`src/rtl/fetch_sequencer.sv`:
```
// fetch_sequencer: instruction-fetch control FSM for the 19-bit CPU.
// Drives PC commands and the imem read handshake; holds INSTR for execute.
module fetch_sequencer #(
   parameter int         AW       = 19,
   parameter int         DW       = 19,
   parameter logic [1:0] SEL_PC   = 2'b01,
   parameter logic [1:0] SEL_NONE = 2'b00,
   parameter int         TIMEOUT  = 16
) (
   input  logic          CLK,
   input  logic          RESET_N,
   input  logic          START,
   input  logic          HALT_REQ,
   output logic          MEM_RD_REQ,
   input  logic          MEM_RD_ACK,
   input  logic [DW-1:0] MEM_RDATA,
   output logic [DW-1:0] INSTR,
   output logic          INSTR_VALID,
   input  logic          EXEC_DONE,
   input  logic          BRANCH_TAKEN,
   input  logic [AW-1:0] BRANCH_TARGET,
   output logic          LOAD_REG,
   output logic [1:0]    LOAD_SELECT,
   output logic          INC_PC,
   output logic [AW-1:0] PC_LOAD_ADDR,
   output logic          HALTED,
   output logic          FETCH_ERR,
   output logic [2:0]    STATE
);

   typedef enum logic [2:0] {
      S_IDLE   = 3'd0,
      S_CLEAR  = 3'd1,
      S_FETCH  = 3'd2,
      S_EXEC   = 3'd3,
      S_UPDATE = 3'd4,
      S_HALT   = 3'd5
   } state_t;

   localparam logic [7:0] TLAST = 8'(TIMEOUT - 1);

   state_t        state;
   state_t        state_nx;
   logic [7:0]    wcnt;
   logic          tmo;
   logic          first_q;
   logic          br_q;
   logic          hpend_q;
   logic          err_q;
   logic [DW-1:0] instr_q;
   logic [AW-1:0] addr_q;

   assign tmo          = (wcnt == TLAST);
   assign INSTR        = instr_q;
   assign PC_LOAD_ADDR = addr_q;
   assign FETCH_ERR    = err_q;
   assign STATE        = state;

   // state register
   always_ff @(posedge CLK or negedge RESET_N) begin
      if (!RESET_N) state <= S_IDLE;
      else          state <= state_nx;
   end

   // next state and Moore command/handshake outputs
   always_comb begin
      state_nx    = state;
      LOAD_SELECT = SEL_NONE;
      LOAD_REG    = 1'b0;
      INC_PC      = 1'b0;
      MEM_RD_REQ  = 1'b0;
      INSTR_VALID = 1'b0;
      HALTED      = 1'b0;
      case (state)
         S_IDLE: begin
            if (START) state_nx = S_CLEAR;
         end
         S_CLEAR: begin
            LOAD_SELECT = SEL_PC;
            state_nx    = S_FETCH;
         end
         S_FETCH: begin
            MEM_RD_REQ = 1'b1;
            if (MEM_RD_ACK) state_nx = S_EXEC;
            else if (tmo)   state_nx = S_HALT;
         end
         S_EXEC: begin
            INSTR_VALID = first_q;
            if (EXEC_DONE) state_nx = S_UPDATE;
         end
         S_UPDATE: begin
            LOAD_SELECT = SEL_PC;
            LOAD_REG    = br_q;
            INC_PC      = ~br_q;
            if (hpend_q || HALT_REQ) state_nx = S_HALT;
            else                     state_nx = S_FETCH;
         end
         S_HALT: begin
            HALTED = 1'b1;
            if (START) state_nx = S_CLEAR;
         end
         default: state_nx = S_IDLE;
      endcase
   end

   // fetch wait counter, restarts on every FETCH entry
   always_ff @(posedge CLK or negedge RESET_N) begin
      if (!RESET_N)
         wcnt <= '0;
      else if (state == S_FETCH && state_nx == S_FETCH)
         wcnt <= wcnt + 8'd1;
      else
         wcnt <= '0;
   end

   // instruction capture and first-EXEC-cycle marker
   always_ff @(posedge CLK or negedge RESET_N) begin
      if (!RESET_N) begin
         instr_q <= '0;
         first_q <= 1'b0;
      end else begin
         first_q <= (state == S_FETCH) && MEM_RD_ACK;
         if (state == S_FETCH && MEM_RD_ACK)
            instr_q <= MEM_RDATA;
      end
   end

   // branch report latched at end of execute
   always_ff @(posedge CLK or negedge RESET_N) begin
      if (!RESET_N) begin
         br_q   <= 1'b0;
         addr_q <= '0;
      end else if (state == S_EXEC && EXEC_DONE) begin
         br_q   <= BRANCH_TAKEN;
         addr_q <= BRANCH_TARGET;
      end
   end

   // sticky halt request, honoured at the next instruction boundary
   always_ff @(posedge CLK or negedge RESET_N) begin
      if (!RESET_N)
         hpend_q <= 1'b0;
      else if (state == S_CLEAR)
         hpend_q <= 1'b0;
      else if (HALT_REQ &&
               (state == S_FETCH || state == S_EXEC || state == S_UPDATE))
         hpend_q <= 1'b1;
   end

   // sticky fetch timeout flag
   always_ff @(posedge CLK or negedge RESET_N) begin
      if (!RESET_N)
         err_q <= 1'b0;
      else if (state == S_CLEAR)
         err_q <= 1'b0;
      else if (state == S_FETCH && !MEM_RD_ACK && tmo)
         err_q <= 1'b1;
   end

endmodule

```
`config.mk`:
```
export PLATFORM = sky130hd
export DESIGN_NAME = fetch_sequencer
export DESIGN_NICKNAME = d
export VERILOG_FILES = /design/src/rtl/fetch_sequencer.sv
export SDC_FILE = /design/constraint.sdc
export NUM_CORES = 1
export LEC_CHECK = 0
export ABC_CLOCK_PERIOD_IN_PS = 2050
export CAP_MARGIN = 30
export CORE_AREA = 4 4 77 79
export CTS_BUF_LIST = sky130_fd_sc_hd__clkbuf_2 sky130_fd_sc_hd__clkbuf_4 sky130_fd_sc_hd__clkbuf_8
export DETAILED_ROUTE_END_ITERATION = 10
export DIE_AREA = 0 0 81 83
export PLACE_DENSITY = 0.8
export SYNTH_ARGS = -nofsm -noshare
export SYNTH_HDL_FRONTEND = slang
export SYNTH_SLANG_ARGS = --single-unit
export TNS_END_PERCENT = 100
```
`constraint.sdc`:
```
create_clock -name CLK -period 2.05 [get_ports CLK]
set_input_delay 0.205 -clock CLK [delete_from_list [all_inputs] [get_ports CLK]]
set_output_delay 0.205 -clock CLK [all_outputs]
set_load 0.02 [all_outputs]
```
---- Word-level counts from Yosys, hierarchy flattened ----
Index checks and enable logic that the tools add are counted.
operators by class
  $lt $le $gt $ge ......................... 0
  $add $sub $neg .......................... 1
  reduce and logical (&&, ||, !) cells .... 15
  equality and inequality tests ........... 7
  $mul .................................... 0
  div/mod/pow operators ................... 0
  bitwise operators ....................... 1
  mux-type cells .......................... 17
  shift operators ......................... 0
operators by type and width
  operator                                                          number
  3-bit two-way mux                                                 5
  3-bit one-hot mux with 5 select lines                             1
  1-bit two-way mux                                                 10
  3-bit by 2-bit == test with 1-bit output (second input constant)  3
  8-bit by 1-bit adder with 8-bit output (second input constant)    1
  8-bit by 4-bit == test with 1-bit output (second input constant)  1
  8-bit two-way mux                                                 1
  3-bit == test (second input constant)                             2
  1-bit logical AND                                                 6
  2-bit nonzero test                                                2
  2-bit OR reduction                                                2
  3-bit by 1-bit == test with 1-bit output (second input constant)  1
  3-bit logical NOT                                                 1
  1-bit logical OR                                                  3
  1-bit logical NOT                                                 1
  1-bit NOT                                                         1
storage, ports and cells
  memories kept ........................... 0
  bits in latches ......................... 0
  bits in writable memories ............... 0
  output and inout port bits .............. 49
  register bits ........................... 53
  ROM bits ................................ 0

---- Longest topological paths before layout ----
  depth after elaboration ................. 7
  depth in mapped cells ................... 5
  gate-level depth less buffers ........... 4

---- Least setup slack after synthesis ----
OpenSTA, ideal clock, no wires.
  kind .................................... reg2reg
  start ................................... register state[0] (netlist: STATE[0])
  end ..................................... register instr_q[0] (netlist: INSTR[0])
  required time ........................... 1.923 ns
  setup slack ............................. 0.328 ns
  data arrival time ....................... 1.595 ns
  buffers on the path ..................... 1
  stages on the path, launching flop included .. 5
  library setup time ...................... 0.127 ns
  cell sequence ........................... dfrtp_1 > nor3b_4 > and2_1 > buf_6 > mux2_1
on the way
  word-level cells in the longest chain between the ends .. 2
ends and longest elaborated chain
  item                                      RTL line  RTL
  start: declaration                        42        state_t state;
  start signal: assignment                  62        else state <= state_nx;
  3-bit by 2-bit == test with 1-bit output  123       if (state == S_FETCH && MEM_RD_ACK)
  1-bit logical AND                         123
  end signal: assignment                    119       instr_q <= '0;
  end signal: assignment                    124       instr_q <= MEM_RDATA;
  end: declaration                          50        logic [DW-1:0] instr_q;
Every way passes these cells.
A chain may end at the register's enable or synchronous reset.

---- Final worst setup path ----
  start ................................... register state[0] (netlist: STATE[0])
  end ..................................... output LOAD_SELECT[0]
on the way
  word-level cells in the longest chain between the ends .. 3
  elaborated cells on any way between the ends .. 4
  classes of those cells .................. 2 x eq/ne; 1 x mux; 1 x reduce/logical
ends and longest elaborated chain
  item                                                                       RTL line  RTL
  3-bit by 1-bit == test with 1-bit output or 3-bit == test (tied branches)  74        case (state)
  2-bit OR reduction (no line) *                                             --
  1-bit two-way mux *                                                        74
  end: declaration                                                           23        output logic [1:0] LOAD_SELECT,
Mark *: on every way between the ends. The rest lies on a longest branch, timed or not.

==> out/summary.txt <==
First-pass GRT wire length -> 8.57 mm
Reg2reg end -> INSTR[4]
Number of synthesized flops with an enable pin -> 0
Type of the worst setup path -> reg -> out
Synth Instances -> 169
Area Overhead vs Synth -> 51.1%
CP required -> 1.85 ns
Most common cell in the netlist -> dfrtp_1
Setup-failing EPs final -> 0
Syn Area/Cell -> 13.4 sq um
DRC viols -> 0
Synth cell count leaders -> 53 x dfrtp_1, 20 x mux2_2, 19 x mux2_1, 6 x a21oi_1, 6 x o21ai_0
Post-synth top area cell -> dfrtp_1
Total of max-cap violations -> 0
DRT Pass-1 Iters -> 4
Critical Path Sink -> LOAD_SELECT[0]
Synth unique cells -> 36
Clock Latency Late Sink -> 0.30 ns
DR vias/cell -> 4.97
Reg area -> 1330 sq um
Core box area -> 5340 sq um
I/O pins -> 94
Reg-to-reg startpoint -> STATE[0]
Peak Freq -> 512 MHz
Net Sw Power -> 1.76 mW
Post-route ant nets -> 0
H-tree depth reported by CTS -> 2
Vias in the first global route -> 1771
Final #Nets -> 314
R2r setup slk -> 0.34 ns
Worst Path Max Fanout -> 15
Die height -> 83 microns
Routed vias -> 1695
Clk_skew -> 0.00612 ns
Final design utilization -> 64.0%
DR WL/cell -> 14.8 microns
Cts bufs inserted -> 5
DR iter-0 viols -> 43
Sink Count -> 53
Pwr Total -> 4.97 mW
Pre-CTS WS -> 0.328 ns
Outcome -> complete, no violations
Crit. Startpoint -> STATE[0]
Cell count after placement -> 332
Sequential share of power -> 34.4%
Total congestion overflow -> 0
CTS tree -> yes
P_leak -> 1.45 nW
Clock Power Share -> 14.5%
Slew Viols, Final -> 0
Shortest clock period the worst path allows after layout -> 1.95 ns
PortBufs -> 92
RSZ-0062 raised after global routing -> false
Routed WL -> 5.04 mm
Async SR Flop Fraction -> 100%
Initial antenna violation count -> 0
Worst Tran Pin Value -> 0.637 ns
Worst Setup End Kind -> primary output
Mapped cell area -> 2260 sq um
Fill cells -> 464
Critical path arrival -> 1.75 ns
Synth top area share -> 58.7%
Final Hold Fails -> 0
Row count -> 27
Largest cells by area after synthesis -> dfrtp_1 59%, mux2_2 10%, mux2_1 9.5%
Fin crit share -> 95.3%
Die X -> 81 microns
Reg2Reg Depth -> 5
Worst-case clock buffer depth -> 2
Synth Flop Type -> dfrtp_1
Cell Pwr Density -> 1450 nW/um^2
Sw frac -> 35.5%
Logic gate share of total power -> 51.1%
Worst Setup Start Kind -> flip-flop
Register area share after synthesis -> 58.7%
# Post-CTS Setup Buffers -> 0
GRT Resource Usage Total -> 15.9%
Largest net degree at the start of global routing -> 28
Hold Path Class -> in -> async
Final non-filler cell total -> 341
Ant. Diodes -> 0
Layout cells sized above 1 -> 14.1%
HPWL after DPL -> 3.83 mm
Max-slew headroom -> 57.5%
VDD IR-drop max -> 0.000810 V
Clk slew on worst S/H paths -> 0.09 ns
Area taken by multi-input logic gates -> 861 sq um
Root buffer cell -> clkbuf_8
Final setup TNS -> 0 ns
Setup WS post-layout -> 0.0966 ns
Global placement routability congestion -> 0.786
Synthesis Warnings -> 0
Starting Density -> 42.4%
Mapped Nets -> 215
Number of synthesized register bits -> 53
Cell-internal power -> 3.21 mW
Die Area -> 6720 sq um
metrics by stage:
| stage | hold WS [ns] | cell area, sq um |
|---|---|---|
| 2_1_floorplan | -0.0906 | 2260 |
| 3_3_place_gp | 0.268 | 3290 |
| 3_5_place_dp | 0.268 | 3290 |
| 4_1_cts | 0.471 | 3410 |
| 5_1_grt | 0.493 | 3420 |
| 6_report | 0.452 | 3420 |
worst max-delay path: stages (launching register included):
cell	delay [ns]
dfrtp_1	0.39
buf_4	0.19
xnor2_1	0.13
nor2_1	0.12
clkdlybuf4s50_1	0.62
cell families after synthesis:
kind of cell | synth area share (%)
buffers and inverters | 3.27
adder cells (fa/ha/maj) | 0.553
XOR/XNOR | 0.775
AND/OR/NAND/NOR | 10.6
other | 0.166
multiplexers | 19.4
flip-flops | 58.7
AO/OA/AOI/OAI | 6.59
what timing repair did:
| item | in CTS | in global routing |
|---|---|---|
| hold endpoints to repair | 26 | 0 |
| resized for setup | 2 | 2 |
| setup endpoints to repair | 2 | 2 |
| hold buffers | 1 | 0 |
final cells by class:
type	instances	share of cell area, %
flip-flops and latches	53	38.8
repair buffers	100	29.4
multi-input cells	103	25.2
well taps	72	2.64
clock buffers	6	2.23
clock inverters	2	1.14
inverters	5	0.549
placed cells by master, fill, tap and decap left out, types with 2 or more instances in the layout:
master           instances
a21oi_1                  6
a221o_1                  2
a31oi_1                  2
and2_1                   2
and3_1                   3
buf_12                   2
buf_4                    5
clkbuf_8                 5
clkdlybuf4s50_1         87
dfrtp_1                 53
dlygate4sd2_1            2
dlymetal6s2s_1           2
inv_1                    5
mux2_1                  19
mux2_2                  20
nand2_1                  5
nand3_1                  4
nand4_1                  2
nor2_1                   5
nor2b_1                  3
nor3b_1                  3
o211ai_1                 2
o21ai_0                  6
or3_1                    4
xnor2_1                  2
worst min-delay path by stage:
stage / slack [ns] / to / cells past startpoint / start
after global routing: 0.49 / INSTR[13] / 2 / MEM_RDATA[13]
after detailed placement: 0.27 / INSTR[2] / 1 / RESET_N
after global placement: 0.27 / INSTR[2] / 1 / RESET_N
after CTS: 0.47 / PC_LOAD_ADDR[17] / 2 / RESET_N
final: 0.45 / INSTR[1] / 2 / RESET_N
after floorplan: -0.09 / FETCH_ERR / 0 / RESET_N
power by group through the flow:
stage          combinational (mW)  sequential [mW]  clock [mW]
6_report                     2.54             1.71       0.719
5_1_grt                      2.73             1.77       0.784
4_1_cts                      2.58             1.71       0.750
3_5_place_dp                 2.58             1.74           0
3_3_place_gp                 2.54             1.71           0
2_1_floorplan               0.841             2.26           0
routing by layer:
metal	routed length, microns	track usage, %
met1	2040	20.1
met3	446	5.42
met5	0	0
met4	46	4.15
met2	2510	25.8
state kept, by name, summed over array words and instances (netlist names):
signal	flops
first_q	1
wcnt	8
FETCH_ERR	1
hpend_q	1
br_q	1
STATE	3
PC_LOAD_ADDR	19
INSTR	19
No activity file was read; power rests on OpenSTA's default activity.
